`src/rtl/my_arb.sv`:
```
`default_nettype none
// ============================================================================
// Module   : my_arb
// Purpose  : Round-robin arbiter sharing one registered 8-bit data/valid bus
//            between N_REQ requesters. The owner keeps the bus for one packet
//            or at most MAX_BURST beats. Priority then rotates.
// Revision : 1.0 - initial release
// ============================================================================
module my_arb #(
  parameter int N_REQ     = 4,
  parameter int MAX_BURST = 16
) (
  input  logic               clk,
  input  logic               rst,
  input  logic [N_REQ-1:0]   req,
  input  logic [8*N_REQ-1:0] req_data,
  input  logic [N_REQ-1:0]   req_last,
  output logic [N_REQ-1:0]   gnt,
  output logic [7:0]         data,
  output logic               valid,
  output logic               busy,
  output logic [2:0]         owner
);

  localparam logic [0:0] ST_IDLE   = 1'b0;
  localparam logic [0:0] ST_BUSY   = 1'b1;
  // Requester 0 wins first after reset, so the pointer starts on the last index.
  localparam logic [2:0] C_PTR_RST = 3'(N_REQ - 1);
  localparam logic [8:0] C_CNT_MAX = 9'(MAX_BURST - 1);
  localparam logic [3:0] C_NREQ    = 4'(N_REQ);

  logic [0:0] r_state;
  logic [2:0] r_owner;
  logic [2:0] r_last_win;
  logic [8:0] r_cnt;
  logic [7:0] r_data;
  logic       r_valid;

  logic [7:0]       w_req_pad;
  logic [7:0]       w_last_pad;
  logic [3:0]       w_idx;
  logic             w_found;
  logic [2:0]       w_winner;
  logic [N_REQ-1:0] w_gnt;
  logic [7:0]       w_own_data;
  logic             w_acc;
  logic             w_own_req;
  logic             w_own_last;
  logic             w_end_beat;

  // Pad the request vectors to 8 bits so a 3-bit index can address them.
  always_comb begin
    w_req_pad             = '0;
    w_last_pad            = '0;
    w_req_pad[N_REQ-1:0]  = req;
    w_last_pad[N_REQ-1:0] = req_last;
  end

  // Search from last_win+1 upward and wrap at N_REQ. The first requester found wins.
  always_comb begin
    w_found  = 1'b0;
    w_winner = '0;
    w_idx    = '0;
    for (int k = 1; k <= N_REQ; k++) begin
      w_idx = {1'b0, r_last_win} + 4'(k);
      if (w_idx >= C_NREQ) begin
        w_idx = w_idx - C_NREQ;
      end
      if (!w_found && w_req_pad[w_idx[2:0]]) begin
        w_found  = 1'b1;
        w_winner = w_idx[2:0];
      end
    end
  end

  // The grant follows the owner's request while BUSY. Also select the owner's beat.
  always_comb begin
    w_gnt      = '0;
    w_own_data = '0;
    for (int i = 0; i < N_REQ; i++) begin
      if (r_owner == 3'(i)) begin
        w_gnt[i]   = (r_state == ST_BUSY) && req[i];
        w_own_data = req_data[8*i +: 8];
      end
    end
  end

  assign w_acc      = |w_gnt;
  assign w_own_req  = w_req_pad[r_owner];
  assign w_own_last = w_last_pad[r_owner];
  assign w_end_beat = w_acc && (w_own_last || (r_cnt == C_CNT_MAX));

  // Bus pipeline and arbitration state. Reset drops any partial packet at once.
  always_ff @(posedge clk or posedge rst) begin
    if (rst) begin
      r_state    <= ST_IDLE;
      r_owner    <= '0;
      r_last_win <= C_PTR_RST;
      r_cnt      <= '0;
      r_data     <= '0;
      r_valid    <= 1'b0;
    end else begin
      r_valid <= w_acc;
      if (w_acc) begin
        r_data <= w_own_data;
      end
      if (r_state == ST_IDLE) begin
        if (w_found) begin
          r_owner <= w_winner;
          r_cnt   <= '0;
          r_state <= ST_BUSY;
        end
      end else begin
        // Release when the packet ends, when the burst cap is reached, or when the owner drops req.
        if (!w_own_req || w_end_beat) begin
          r_state    <= ST_IDLE;
          r_last_win <= r_owner;
          r_cnt      <= '0;
        end else if (w_acc) begin
          r_cnt <= r_cnt + 9'd1;
        end
      end
    end
  end

  assign gnt   = w_gnt;
  assign data  = r_data;
  assign valid = r_valid;
  assign busy  = (r_state == ST_BUSY);
  assign owner = r_owner;

endmodule
`default_nettype wire

```
`config.mk`:
```
export PLATFORM = sky130hd
export DESIGN_NAME = my_arb
export DESIGN_NICKNAME = d
export VERILOG_FILES = /design/src/rtl/my_arb.sv
export SDC_FILE = /design/constraint.sdc
export NUM_CORES = 1
export LEC_CHECK = 0
export ABC_AREA = 1
export CORE_MARGIN = 4
export CORE_UTILIZATION = 50
export CTS_CLUSTER_SIZE = 10
export DETAILED_ROUTE_END_ITERATION = 6
export PLACE_DENSITY = 0.88
export SLEW_MARGIN = 20
export SYNTH_ARGS = -nofsm -noshare
export SYNTH_HDL_FRONTEND = slang
export SYNTH_SLANG_ARGS = --single-unit
export TNS_END_PERCENT = 5
```
`constraint.sdc`:
```
create_clock -name clk -period 2.8 [get_ports clk]
set_input_delay 0.28 -clock clk [delete_from_list [all_inputs] [get_ports clk]]
set_output_delay 0.28 -clock clk [all_outputs]
set_load 0.1 [all_outputs]
```
# Word level (Yosys, flattened, before mapping)
# Index checks and enable logic that the tools add are counted.
# word_totals
in_bits,42
out_inout_bits,17
regBits,25
# classes
n_mux,39
reduce_logical,20
n_addsub,9
bitwise_logic,1
eq_ne,5
order_cmp,9
# ops
operator,n
9-bit 2-to-1 mux,4
8-bit 2-to-1 mux,4
3-bit 2-to-1 mux,8
"3-bit by 4-bit less-than comparator with 1-bit output, second input constant",5
1-bit binary-select mux with 3-bit select,6
1-bit 2-to-1 mux,17
"4-bit by 3-bit greater-or-equal comparator with 1-bit output, second input constant",4
"3-bit subtractor, second input constant",4
"9-bit by 1-bit adder with 9-bit output, second input constant",1
"9-bit by 4-bit equality test with 1-bit output, second input constant",1
"3-bit by 2-bit adder with 4-bit output, second input constant",2
1-bit logical AND,8
"3-bit by 2-bit equality test with 1-bit output, second input constant",2
2-bit AND reduction,3
"3-bit by 1-bit adder with 4-bit output, second input constant",1
"3-bit by 3-bit adder with 4-bit output, second input constant",1
1-bit zero test,4
4-bit OR reduction,1
"3-bit by 1-bit equality test with 1-bit output, second input constant",1
3-bit zero test,1
"3-bit by 1-bit != test with 1-bit output, second input constant",1
1-bit logical OR,2
2-bit nonzero test,1
1-bit NOT,1

# Longest topological paths before layout
# Gate-level depths: netlist of the first run.
# depth
ltp_word,17
ltp_mapped,12
mapped_depth_nobuf,12

# Worst setup path before layout of the first run
# Ideal clock, no wire load.
# synth_timing
path_type,register -> output
from,"register r_state, in the netlist busy"
to,output gnt[0]
arrival_ps,2873
path_slack_ps,-353
required_ps,2520
stages_incl_launch_ff,6
path_buffers,1
cell_sequence,dfrtp_1 buf_2 inv_1 nor2_1 inv_1 nor2_1
# synth_between
elab_chain_len,2
# synth_rtl
element,line,text
from (decl),32,logic [0:0] r_state;
from (signal assigned),96,r_state <= ST_IDLE;
from (signal assigned),111,r_state <= ST_BUSY;
from (signal assigned),116,r_state <= ST_IDLE;
1-bit logical AND,82,w_gnt[i] = (r_state == ST_BUSY) && req[i];
1-bit 2-to-1 mux,81,if (r_owner == 3'(i)) begin
to (decl),18,"output logic [N_REQ-1:0] gnt,"
# Every way passes these cells.

# Final worst setup path of the first run
# layout_timing
from,register r_last_win[0]
to,"register r_owner[1], in the netlist owner[1]"
# layout_between
elab_chain_len,16
word_cells_on_any_way,39
cone_classes,add/sub: 8; order compare: 4; mux: 20; reduce/logical: 7
# layout_rtl
element,line,text
from (decl),34,logic [2:0] r_last_win;
from (signal assigned),117,r_last_win <= r_owner;
3-bit by 1-bit adder with 4-bit output,65,"w_idx = {1'b0, r_last_win} + 4'(k);"
4-bit by 3-bit greater-or-equal comparator with 1-bit output / 3-bit subtractor (equally long branches),"66, 67",
3-bit 2-to-1 mux,66,if (w_idx >= C_NREQ) begin
1-bit binary-select mux with 3-bit select,69,if (!w_found && w_req_pad[w_idx[2:0]]) begin
1-bit 2-to-1 mux (implied by the code),69,
1-bit 2-to-1 mux,69,
1-bit zero test,69,
1-bit logical AND,69,
1-bit 2-to-1 mux,69,
1-bit zero test,69,
1-bit logical AND,69,
1-bit 2-to-1 mux,69,
1-bit zero test,69,
1-bit logical AND,69,
1-bit 2-to-1 mux,69,
2-bit AND reduction (no line),--,
to (signal assigned),109,r_owner <= w_winner;
to (decl),33,logic [2:0] r_owner;
# Parallel ways exist; a longest one is shown, timed or not. The select of a mux whose other input is x is not followed.
# A chain may end at the register's enable or synchronous reset.

==> results.md, run 1 <==
* Status: finished clean
* Sequential power share at 22.1%
* Comb power frac at 70.6%
* I/O pins at 59
* Yosys warnings at 0
* WP buf/inv at 4
* Worst Tran Pin Value at 0.9345 ns
* Clock Latency Late Sink at 0.27 ns
* Syn nets at 305
* Gpl congestion at 0.8076
* Crit end category: register
* Number of synthesized register bits at 25
* Fmax at 0.4656 GHz
* Core area at 0.003442 sq mm
* Max-slew headroom at 37.63%
* Worst path cell trace: inv_2 -> ha_1 -> inv_1 -> nand3_1 -> inv_1 -> nor2_1 -> nor2_4 -> a21oi_2 -> inv_2 -> nand2_1 -> nand2_1
* Final WL at 4705 um
* Nets at 364
* Die Y at 68.40 um
* Int Power at 1.125 mW
* Initial antenna violation count at 0
* Startpoint types: register
* Die W at 68.40 um
* RSZ-0062 raised after global routing: false
* MaxCap Viol Count at 0
* Synthesized area at 0.001824 sq mm
* Longest Clk Path Bufs at 2
* Clk root buf: clkbuf_8
* Post-Syn Area per Cell at 7.016 sq um
* Final min period at 2.148 ns
* Share of post-route cells with drive strength above 1 at 15.72%
* Seq/Total Area, Yosys at 34.43%
* DPL Wire Length at 3800 um
* Final core occ at 71.03%
* Gr usage total at 22.02%
* EDFF count, synth at 0
* Crit path arrival time at 2.31 ns
* Ant diodes at 0
* Crit path max fanout at 8
* Switching share of power at 61.21%
* DR WL/cell at 12.93 um
* Pwr per Cell Area at 1186 mW/mm^2
* Pins over their slew limit at 0
* Rows at 21
* Post-CTS resize count at 0
* Area Growth Syn to Fin at 34.02%
* Largest net degree at the start of global routing at 26
* Worst path max stage delay at 0.61 ns
* Commonest non-fill, non-tap cells in the layout: nand2_1 (55), clkdlybuf4s50_1 (41), inv_1 (34)
* Syn Inst Count at 260
* Max H-tree Level at 1
* DR iter-0 viols at 79
* Setup Buffers After CTS at 0
* Crit path max-delay family: flip-flops
* Peak VDD IR at 0.0006800 V
* Top FF cell, synth: dfrtp_1
* Async SR Flop Fraction at 100.0%
* Leakage at 1.247 nW
* TritonCTS clock tree: yes
* Final Hold Viols at 0
* CP Class: reg -> reg
* Hold-fix buffers, CTS at 0
* Die ar. at 0.004679 sq mm
* Vias per cell at 5.261
* Post-synth cell types at 32
* Critical Path RT at 2.96 ns
* DRC Markers at 0
* Starting density of the core at 53.00%
* Hold WC Path Type: in -> async
* Post-route ant nets at 0
* Sw Pwr at 1.775 mW
* Number of port buffers at 58
* CP max stage cell: dfstp_2
* DR vias at 1,915
* Congestion Overflow GR at 0
* Sinks on Clock Net at 25
* Clock share of power at 7.3%
* Fin crit share at 76.71%
* Max Clock Skew at 0.009456 ns
* Final Setup Violations at 0
* Pwr Total at 2.899 mW
* Number of global-route vias before repair at 1,787
* Clock-pin slew on the worst setup and hold paths at 0.09 ns
* Inserted Clock Buffers at 3
* Pre-Repair DR Iteration Count at 4
* Most common cell after layout, fill and taps aside: nand2_1
* First-pass GRT wire length at 7824 um
## worst paths after layout
check / cells after the start / startpoint / slack [ns] / to
min: 2 / rst / 0.51 / r_cnt[3]
min in group clk: 1 / r_cnt[0] / 0.51 / r_cnt[0]
min reg2reg: 1 / r_cnt[0] / 0.51 / r_cnt[0]
max reg2reg: 11 / r_last_win[0] / 0.65 / owner[1]
max in group asynchronous: 2 / rst / 1.71 / owner[2]
max: 11 / r_last_win[0] / 0.65 / owner[1]
## layer usage
layer / global-route usage, % / part of all wire [%]
met1: 24.69 / 42
met2: 39.33 / 49
met3: 7.553 / 7.9
met4: 5.707 / 1.8
met5: 0 / 0
## power groups by stage
stage / Combinational [mW] / Clock, mW / Sequential, mW
floorplan: 1.06 / 0 / 1.19
global placement: 2.01 / 0 / 0.639
detailed placement: 2.05 / 0 / 0.645
CTS: 2.05 / 0.220 / 0.639
global route: 2.21 / 0.232 / 0.659
finish: 2.05 / 0.213 / 0.640
## cells by family (layout without fill, tap and decap cells)
| family | count (synthesis) | after routing | share of synthesized area [%] |
|---|---|---|---|
| AND/OR/NAND/NOR | 138 | 138 | 37.31 |
| buffers and inverters | 45 | 103 | 9.808 |
| AO/OA/AOI/OAI | 43 | 43 | 13.51 |
| flip-flops | 25 | 25 | 34.43 |
| XOR/XNOR | 6 | 6 | 2.881 |
| adder cells (fa/ha/maj) | 3 | 3 | 2.058 |
## registers in the layout, summed over array words and instances, names as in the netlist
register	flops
busy	1
data	8
owner	3
r_cnt	9
r_last_win	3
valid	1
## worst register-to-register path: cells and delay by family (launching register included)
family                     cells  cell delay, ns
AOI/OAI and AO/OA              1            0.21
and+or+nand+nor                5            0.53
buffers and inverters          4            0.31
DFF                            1            0.61
adders and majority gates      1            0.37
## metrics by stage
stage | setup TNS (ns) | instance area (sq um) | std cells | worst slack (ns) | hold slack, ns
6_report | 0 | 2445 | 364 | 0.6522 | 0.5090
5_1_grt | 0 | 2445 | 364 | 0.4755 | 0.5554
3_5_place_dp | 0 | 2399 | 360 | 0.6659 | 0.5055
4_1_cts | 0 | 2445 | 364 | 0.6484 | 0.5185
3_3_place_gp | 0 | 2399 | 360 | 0.7991 | 0.4934
2_1_floorplan | -1.412 | 1824 | 260 | -0.3530 | 0.3058
## area by class of cell
type                    count  area (sq um)
repair buffers             59         545.5
clock inverters             1         5.005
fillers                   300         997.2
multi-input cells         190          1017
inverters                  40         150.1
well taps                  46         57.56
clock buffers               3         41.29
flip-flops and latches     25         628.1
## synthesized netlist by cell type (3+ instances only)
cell | number | area [sq um]
nand2_1 | 55 | 206.5
inv_1 | 34 | 127.6
nand3_1 | 28 | 140.1
nor2_1 | 24 | 90.09
dfrtp_1 | 23 | 575.6
a21oi_1 | 18 | 90.09
nand4_1 | 8 | 50.05
o21ai_0 | 8 | 40.04
a31oi_1 | 7 | 43.79
nand2_2 | 7 | 43.79
inv_2 | 6 | 22.52
xor2_1 | 6 | 52.55
nor3_1 | 4 | 20.02
o21ai_1 | 4 | 20.02
ha_1 | 3 | 37.54
nor2_4 | 3 | 33.78
Power figures use the tool's default switching activity.
==> run 2, diff against run 1 <==
--- a/config.mk
+++ b/config.mk
@@ -7,10 +7,10 @@
 export LEC_CHECK = 0
 export ABC_AREA = 1
 export CORE_MARGIN = 4
-export CORE_UTILIZATION = 50
+export CORE_UTILIZATION = 42
 export CTS_CLUSTER_SIZE = 10
 export DETAILED_ROUTE_END_ITERATION = 6
-export PLACE_DENSITY = 0.88
+export PLACE_DENSITY = 0.79
 export SLEW_MARGIN = 20
 export SYNTH_ARGS = -nofsm -noshare
 export SYNTH_HDL_FRONTEND = slang
==> constraint.sdc (replaced) <==
create_clock -name clk -period 1.73 [get_ports clk]
set_input_delay 0.173 -clock clk [delete_from_list [all_inputs] [get_ports clk]]
set_output_delay 0.173 -clock clk [all_outputs]
set_load 0.1 [all_outputs]
==> results.md, run 2 (synthesis results as in run 1) <==
* Met1 GRT Util at 23.04% (-1.7 points)
* Rows at 23 (+9.5%)
* DR WL/cell at 12.96 um (+0.29%)
* Hold-fix buffers, CTS at 0 (unchanged)
* Crit end category: register
* Clk root buf: clkbuf_8
* Clock Latency Late Sink at 0.27 ns (about the same)
* Max H-tree Level at 1 (unchanged)
* Status: finished, violations left
* Leakage at 1.365 nW (+9.4%)
* Final Hold Viols at 0 (unchanged)
* I/O pins at 59 (unchanged)
* Grt peak-use layer: met2
* Met2 Use GR at 34.65% (-4.7 points)
* Worst path max stage delay at 0.59 ns (-0.02 ns)
* Worst R2R Start: r_last_win[0]
* Inserted Clock Buffers at 3 (unchanged)
* Ant diodes at 0 (unchanged)
* Most used cell along the critical path: nand3_2
* Pwr Total at 5.474 mW (+89%)
* DRC Markers at 0 (unchanged)
* Startpoint types: register
* Crit path arrival time at 1.99 ns (-0.32 ns)
* Most common cell after layout, fill and taps aside: nand2_1
* Worst R2R Path Depth at 10 (-1)
* Area Growth Syn to Fin at 54.25%
* GR Layer Usage met3 at 4.788% (-2.8 points)
* Max Clock Skew at 0.002813 ns (-0.006643 ns)
* Final min period at 1.776 ns (-0.3717 ns)
* DR vias at 1,958 (+2.2%)
* DR iter-0 viols at 86 (+8.9%)
* Fmax at 0.5630 GHz (+21%)
* Crit path max fanout at 5 (-3)
* DPL Wire Length at 3898 um (+2.6%)
* Initial antenna violation count at 0 (unchanged)
* First-pass GRT wire length at 8342 um (+6.6%)
* Congestion Overflow GR at 0 (unchanged)
* Reg with most FFs: r_cnt
* Hold WC Path Type: in -> async
* Number of port buffers at 58 (unchanged)
* Final Setup Violations at 12 (+12)
* Peak VDD IR at 0.001556 V (+130%)
* Max reg flops at 9 (unchanged)
* Nets at 381 (+4.7%)
* Capturing point of the worst reg2reg path: r_cnt[0]
* Placed inst area at 0.002701 sq mm (+13%)
* Gr usage total at 19.62% (-2.4 points)
* FF-to-FF setup slack at -0.05 ns (-0.70 ns)
* Sequential cell area at 638.1 sq um (+1.6%)
* CP Class: reg -> reg
* Pwr per Cell Area at 1945 mW/mm^2 (+64%)
* Post-route ant nets at 0 (unchanged)
* RSZ-0062 raised after global routing: true
* Core area at 0.004086 sq mm (+19%)
* Pins over their slew limit at 0 (unchanged)
* MaxCap Viol Count at 0 (unchanged)
* Commonest non-fill, non-tap cells in the layout: nand2_1 (50), clkdlybuf4s50_1 (41), inv_1 (30)
* Die Y at 73.91 um (+8.0%)
* Fin crit share at 102.7% (+26 points)
* Sinks on Clock Net at 25 (unchanged)
* CP max stage cell: dfstp_2
* Clock-pin slew on the worst setup and hold paths at 0.09 ns (about the same)
* Worst Tran Pin Value at 0.3313 ns (-0.6031 ns)
* Max-slew headroom at 77.91% (+40 points)
* Gpl congestion at 0.9445 (+17%)
* Die ar. at 0.005462 sq mm (+17%)
* Starting density of the core at 44.64% (-8.4 points)
* Pre-Repair DR Iteration Count at 5 (+1)
* Critical Path RT at 1.94 ns (-1.02 ns)
* TritonCTS clock tree: yes
* Final instance area at 0.002814 sq mm (+15%)
* Area taken by multi-input logic gates at 0.001114 sq mm (+9.5%)
* Final WL at 4991 um (+6.1%)
* Setup TNS at -0.3097 ns (-0.3097 ns)
* Final worst slack at -0.04612 ns (-0.6983 ns)
* Largest net degree at the start of global routing at 26 (unchanged)
* Vias per cell at 5.086 (-3.3%)
* Number of global-route vias before repair at 1,917 (+7.3%)
* Failing checks: setup timing
* Longest Clk Path Bufs at 2 (unchanged)
* Share of post-route cells with drive strength above 1 at 26.87% (+11 points)
* Hold WS at 0.2392 ns (-0.2698 ns)
* Fill count at 340 (+13%)
* Die W at 73.91 um (+8.0%)
* Worst path cell trace: inv_4 -> ha_4 -> nand3_2 -> nand3_2 -> nand2_2 -> nor2_4 -> nand2_4 -> nor2_8 -> nand2_1 -> o21ai_2
run 2: layout make-up:
cell class / instances / share of cell area, %
Multi-Input combinational cell: 191 / 39.57
Sequential cell: 25 / 22.68
Timing Repair Buffer: 75 / 28.37
Inverter: 40 / 5.425
Clock inverter: 1 / 0.2668
Clock buffer: 3 / 1.467
Tap cell: 50 / 2.223
run 2: critical path, delay by kind of cell, from the launching register on:
family / cells / cell delay, ns
compound gates: 1 / 0.05
fa+ha+maj: 1 / 0.29
buf+inv: 1 / 0.05
simple gates: 7 / 0.73
flops: 1 / 0.59
run 2: report_power, final:
group          internal [mW]  switching, mW
logic                   1.38           2.65
clock network          0.164          0.203
registers              0.806          0.271
run 2: metrics by stage:
step           utilization [%]  instances  worst slack [ns]
2_1_floorplan                -        260          -0.03991
3_3_place_gp             66.11        379         -0.002018
3_5_place_dp             66.11        379          -0.08910
4_1_cts                  68.06        384          -0.02764
5_1_grt                  68.86        385           -0.1295
6_report                 68.86        385          -0.04612
run 2: per-layer routing:
layer / vias up / part of all wire (%)
met5: - / 0
met4: 0 / 1.7
met3: 9 / 7.9
met2: 69 / 48
met1: 875 / 42
li1: 1005 / -
run 2: how the worst max path moves through the flow:
stage	startpoint	depth (start not counted)	end
final	r_last_win[0]	10	r_cnt[0]
after floorplan	r_last_win[0]	11	owner[1]
after global placement	r_last_win[0]	11	owner[1]
after detailed placement	r_last_win[0]	11	owner[1]
after CTS	r_last_win[0]	12	owner[1]
after global routing	r_last_win[0]	10	r_cnt[2]
run 2: what timing repair did:
item,in CTS,in global routing
pin swaps,5,7
endpoints found under the setup margin,12,21
gates resized for setup,5,8
gates cloned,1,0
buffers inserted,0,1
==> run 3, diff against run 2 <==
--- a/config.mk
+++ b/config.mk
@@ -7,10 +7,9 @@
 export LEC_CHECK = 0
 export ABC_AREA = 1
 export CORE_MARGIN = 4
-export CORE_UTILIZATION = 42
+export CORE_UTILIZATION = 25
 export CTS_CLUSTER_SIZE = 10
 export DETAILED_ROUTE_END_ITERATION = 6
-export PLACE_DENSITY = 0.79
 export SLEW_MARGIN = 20
 export SYNTH_ARGS = -nofsm -noshare
 export SYNTH_HDL_FRONTEND = slang
==> constraint.sdc (replaced) <==
create_clock -name clk -period 2.25 [get_ports clk]
set_input_delay 0.225 -clock clk [delete_from_list [all_inputs] [get_ports clk]]
set_output_delay 0.225 -clock clk [all_outputs]
set_load 0.1 [all_outputs]
==> results.md, run 3 (synthesis results as in run 1) <==
* Final core occ at 37.71% (-31 points)
* Hold WC Path Type: in -> async
* Pwr Total at 3.747 mW (-32%)
* Rows at 30 (+30%)
* Critical Path RT at 2.45 ns (+0.51 ns)
* Setup TNS at 0 ns (+0.3097 ns)
* Final Hold Viols at 0 (unchanged)
* Nets at 367 (-3.7%)
* Placed inst area at 0.002565 sq mm (-5.0%)
* Max Clock Skew at 0.003591 ns (+0.0007777 ns)
* Max reg flops at 9 (unchanged)
* Peak VDD IR at 0.0007603 V (-51%)
* Fin crit share at 91.88% (-11 points)
* Final Setup Violations at 0 (-12)
* MaxCap Viol Count at 0 (unchanged)
* Hold WS at 0.2914 ns (+0.05224 ns)
* TritonCTS clock tree: yes
* Crit path arrival time at 2.27 ns (+0.28 ns)
* Clk root buf: clkbuf_8
* DR vias at 1,875 (-4.2%)
* Worst path max stage delay at 0.61 ns (+0.02 ns)
* Post-CTS resize count at 0 (-5)
* Post-Layout Cell Count at 417 (+8.3%)
* Leakage at 1.274 nW (-6.6%)
* Post-place setup slack at 0.1612 ns (+0.2503 ns)
* Congestion Overflow GR at 0 (unchanged)
* DRC Markers at 0 (unchanged)
* FF-to-FF setup slack at 0.18 ns (+0.23 ns)
* Commonest non-fill, non-tap cells in the layout: nand2_1 (55), clkdlybuf4s50_1 (41), inv_1 (34)
* Die Y at 93.42 um (+26%)
* Worst Tran Pin Value at 0.5451 ns (+0.2138 ns)
* Max-slew headroom at 63.53% (-14 points)
* Starting density of the core at 26.27% (-18 points)
* Hold-fix buffers, CTS at 0 (unchanged)
* Initial antenna violation count at 0 (unchanged)
* Die ar. at 0.008727 sq mm (+60%)
* Placed cells at 413 (+9.0%)
* Final WL at 4974 um (-0.34%)
* Sinks on Clock Net at 25 (unchanged)
* Inserted Clock Buffers at 3 (unchanged)
* Setup Buffers After CTS at 0 (unchanged)
* I/O pins at 59 (unchanged)
* Most common cell after layout, fill and taps aside: nand2_1
* Number of global-route vias before repair at 1,882 (-1.8%)
* Share of post-route cells with drive strength above 1 at 18.07% (-8.8 points)
* Pins over their slew limit at 0 (unchanged)
* Final worst slack at 0.1827 ns (+0.2288 ns)
* Vias per cell at 4.496 (-12%)
* Worst path cell trace: inv_2 -> ha_1 -> inv_1 -> nand3_1 -> nand3_2 -> nand2_2 -> nor2_4 -> nand2_4 -> nor2_8 -> nand2_1 -> o21ai_2
* Area Growth Syn to Fin at 43.55%
* Startpoint types: register
* Clock Latency Late Sink at 0.27 ns (about the same)
* Reg with most FFs: r_cnt
* WP buf/inv at 2 (+1)
* Ant diodes at 0 (unchanged)
* Gpl congestion at 0.7901 (-16%)
* Number of port buffers at 58 (unchanged)
* Post-route ant nets at 0 (unchanged)
* Status: finished clean
* Largest net degree at the start of global routing at 26 (unchanged)
* Core area at 0.006944 sq mm (+70%)
* Pwr per Cell Area at 1431 mW/mm^2 (-26%)
* Max H-tree Level at 1 (unchanged)
* First-pass GRT wire length at 8473 um (+1.6%)
* Longest Clk Path Bufs at 2 (unchanged)
* DR WL/cell at 11.93 um (-8.0%)
* DR iter-0 viols at 118 (+37%)
* DPL Wire Length at 3983 um (+2.2%)
* Crit end category: register
* Crit path max-delay family: simple AND/OR/NAND/NOR gates
* Die W at 93.42 um (+26%)
* Fmax at 0.4837 GHz (-14%)
* CP Class: reg -> reg
* Gr usage total at 11.88% (-7.7 points)
* RSZ-0062 raised after global routing: false
* Clock-pin slew on the worst setup and hold paths at 0.09 ns (about the same)
* Final min period at 2.067 ns (+0.2912 ns)
* Crit path max fanout at 9 (+4)
* Final instance area at 0.002619 sq mm (-6.9%)
* Pre-Repair DR Iteration Count at 4 (-1)
* CP max stage cell: dfstp_2
==> run 3: power by group <==
| part | internal, mW | switching, mW |
|---|---|---|
| clock network | 0.124 | 0.146 |
| logic | 0.750 | 1.92 |
| registers | 0.607 | 0.197 |
| total | 1.48 | 2.27 |
==> run 3: final cells by class <==
type / count / area [sq um]
Multi-Input combinational cell: 190 / 1055
Tap cell: 96 / 120.1
Clock inverter: 1 / 5.005
Inverter: 40 / 150.1
Sequential cell: 25 / 629.4
Clock buffer: 3 / 41.29
Timing Repair Buffer: 62 / 618.1
Fill cell: 717 / 4325
==> run 3: metal layers <==
layer | share of wire (%) | track usage, % | vias up | routed length (um)
li1 | - | - | 979 | -
met5 | 0 | 0 | - | 0
met1 | 46 | 15.90 | 846 | 2272
met4 | 0.60 | 2.564 | 0 | 30
met2 | 47 | 19.54 | 46 | 2337
met3 | 6.7 | 2.655 | 4 | 334
==> run 3: worst min-delay path: cells and delay by family <==
| kind | cells | cell delay (ns) |
|---|---|---|
| buffers and inverters | 3 | 0.74 |
==> run 3: worst paths after layout <==
kind	endpoint	start	cells past startpoint
setup / recovery	r_cnt[0]	r_last_win[0]	11
max in group asynchronous	r_last_win[0]	rst	3
setup reg to reg	r_cnt[0]	r_last_win[0]	11
min in group clk	r_last_win[1]	r_last_win[1]	2
hold reg to reg	r_last_win[1]	r_last_win[1]	2
hold / removal	data[0]	rst	3
==> edit: new RTL, settings of run 1 <==
Set the parameter `N_REQ` to 6 (it was 4).
--- a/src/rtl/my_arb.sv
+++ b/src/rtl/my_arb.sv
@@ -8,5 +8,5 @@
 // ============================================================================
 module my_arb #(
-  parameter int N_REQ     = 4,
+  parameter int N_REQ     = 6,
   parameter int MAX_BURST = 16
 ) (
Ports: changed (resized gnt, req, req_data and req_last); port bits go from 59 to 81. No check against the original RTL was run, so the function may have changed too.
==> edit against run 1 <==
Synthesized area increased by 40%; clock skew decreased by 8.3 ps; global-route usage increased by 3.2 points; sequential power increased by 6.4%; power increased by 66%; final cell count increased by 49%; setup slack got worse by 440 ps; final area increased by 45%; non-clock buffer count increased by 34; sequential cell count unchanged; wire length increased by 70%; highest routed layer unchanged.
==> edit: results (changes against run 1) <==
set qor(run_status) {finished clean}
set qor(leakage_dissipation_nw) 1.67 ;# +34%
set qor(gpl.final_weighted_congestion) 0.928 ;# +15%
set qor(groute.usage.overall_pct) 25.2 ;# +3.2 points
set qor(postSynthAreaPerCell_um2) 6.55 ;# -6.7%
set qor(tightestPinTransition_ps) 586 ;# -349 ps
set qor(post-place-ws_ps) 128 ;# -538 ps
set qor(largest_net_degree_at_the_start_of_global_routing) 24 ;# -7.7%
set qor(wl_met3_um) 559 ;# +51%
set qor(globalRouteMet3Util_pct) 4.20 ;# -3.4 points
set qor(placed_area_um2) 3450 ;# +44%
set qor(timing.critical_path.slowest_stage_cell) {dfstp_2}
set qor(crit_arrival_ps) 2760 ;# +450 ps
set qor(dr.pass1.iters) 5 ;# +1
set qor(met1_length_um) 3180 ;# +62%
set qor(detailedRoute.firstIterationViolations) 212 ;# +170%
set qor(yosys-top-cells-area) {dfrtp_1 23%, nand2_1 16%, nand3_1 12%}
set qor(synth_seq_area_share_pct) 24.7 ;# -9.8 points
set qor(met2RoutedLength_um) 4020 ;# +75%
set qor(worst_vdd_rail_ir_drop_uv) 727 ;# +6.9%
set qor(dp.final_hpwl_um) 6460 ;# +70%
set qor(grt_use_met2_pct) 44.5 ;# +5.2 points
set qor(fin_worst_skew_ps) 1.20 ;# -8.25 ps
set qor(synth.distinct_cells) 38 ;# +19%
set qor(grt_pass1_vias) 2869 ;# +61%
set qor(synthTopCellsByCount) {109 x nand2_1, 60 x nand3_1, 36 x inv_1, 30 x nor2_1, 23 x dfrtp_1}
set qor(drive_gt1_share_pct) 17.6 ;# +1.9 points
set qor(mappedNetlistNets) 463 ;# +52%
set qor(drt-vias-per-instance) 5.64 ;# +7.3%
set qor(met1_usage_pct) 30.9 ;# +6.2 points
set qor(critPathMaxFanout) 7 ;# -1
set qor(num_vias) 3064 ;# +60%
set qor(finalNetCount) 551 ;# +51%
set qor(dominantRegCellSynth) {dfrtp_1}
set qor(numPlacedInstances) 534 ;# +48%
set qor(fillers) 404 ;# +35%
set qor(io_buffers) 80 ;# +38%
set qor(wl_per_cell_um) 14.7 ;# +14%
==> edit: cell count changes after synthesis, sizes merged, moves of 7 or more <==
cell    delta
a221oi     +7
nand2     +57
ha         +9
o21ai      +8
inv        +7
a21oi     -13
nand3     +30
==> edit: final cells by class <==
type	count	area, um2	share of cell area (%)
Clock buffer	3	41.3	1.17
Inverter	47	181	5.13
Multi-Input combinational cell	307	1740	49.1
Clock inverter	1	7.51	0.212
Sequential cell	25	636	18.0
Timing Repair Buffer	93	851	24.1
Tap cell	67	83.8	2.37
==> edit: path summary, 6_finish.rpt <==
path                                                 from  slack, ps                    to  cells past startpoint
worst max-delay path            r_last_win[2]$_DFFE_PP1P_        210  owner[0]$_DFFE_PP0P_                     18
worst min-delay path                                  rst        340   data[7]$_DFFE_PP0P_                      2
worst max register to register  r_last_win[2]$_DFFE_PP1P_        210  owner[0]$_DFFE_PP0P_                     18
worst min register to register        data[7]$_DFFE_PP0P_        530   data[7]$_DFFE_PP0P_                      2
max in group asynchronous                             rst       1870        busy$_DFF_PP0_                      3
min in group clk                      data[7]$_DFFE_PP0P_        530   data[7]$_DFFE_PP0P_                      2
==> edit: kinds of logic (layout without fill, tap and decap cells) <==
logic type	after synthesis	after routing	synth area share, %
flops	25	25	24.7
buf+inv	57	144	9.73
simple gates	235	235	43.0
xor+xnor	8	8	2.75
compound gates	52	52	13.9
fa+ha+maj	12	12	5.90
==> edit: where the power goes <==
group,internal (mW),switching (mW)
clock network,0.101,0.126
logic,1.20,2.70
registers,0.511,0.170
==> edit: what timing repair did <==
action / in CTS / in global routing
buffers inserted: 0 / 5
gates resized for setup: 0 / 2
endpoints found under the hold margin: 0 / 0
setup endpoints to repair: 0 / 12
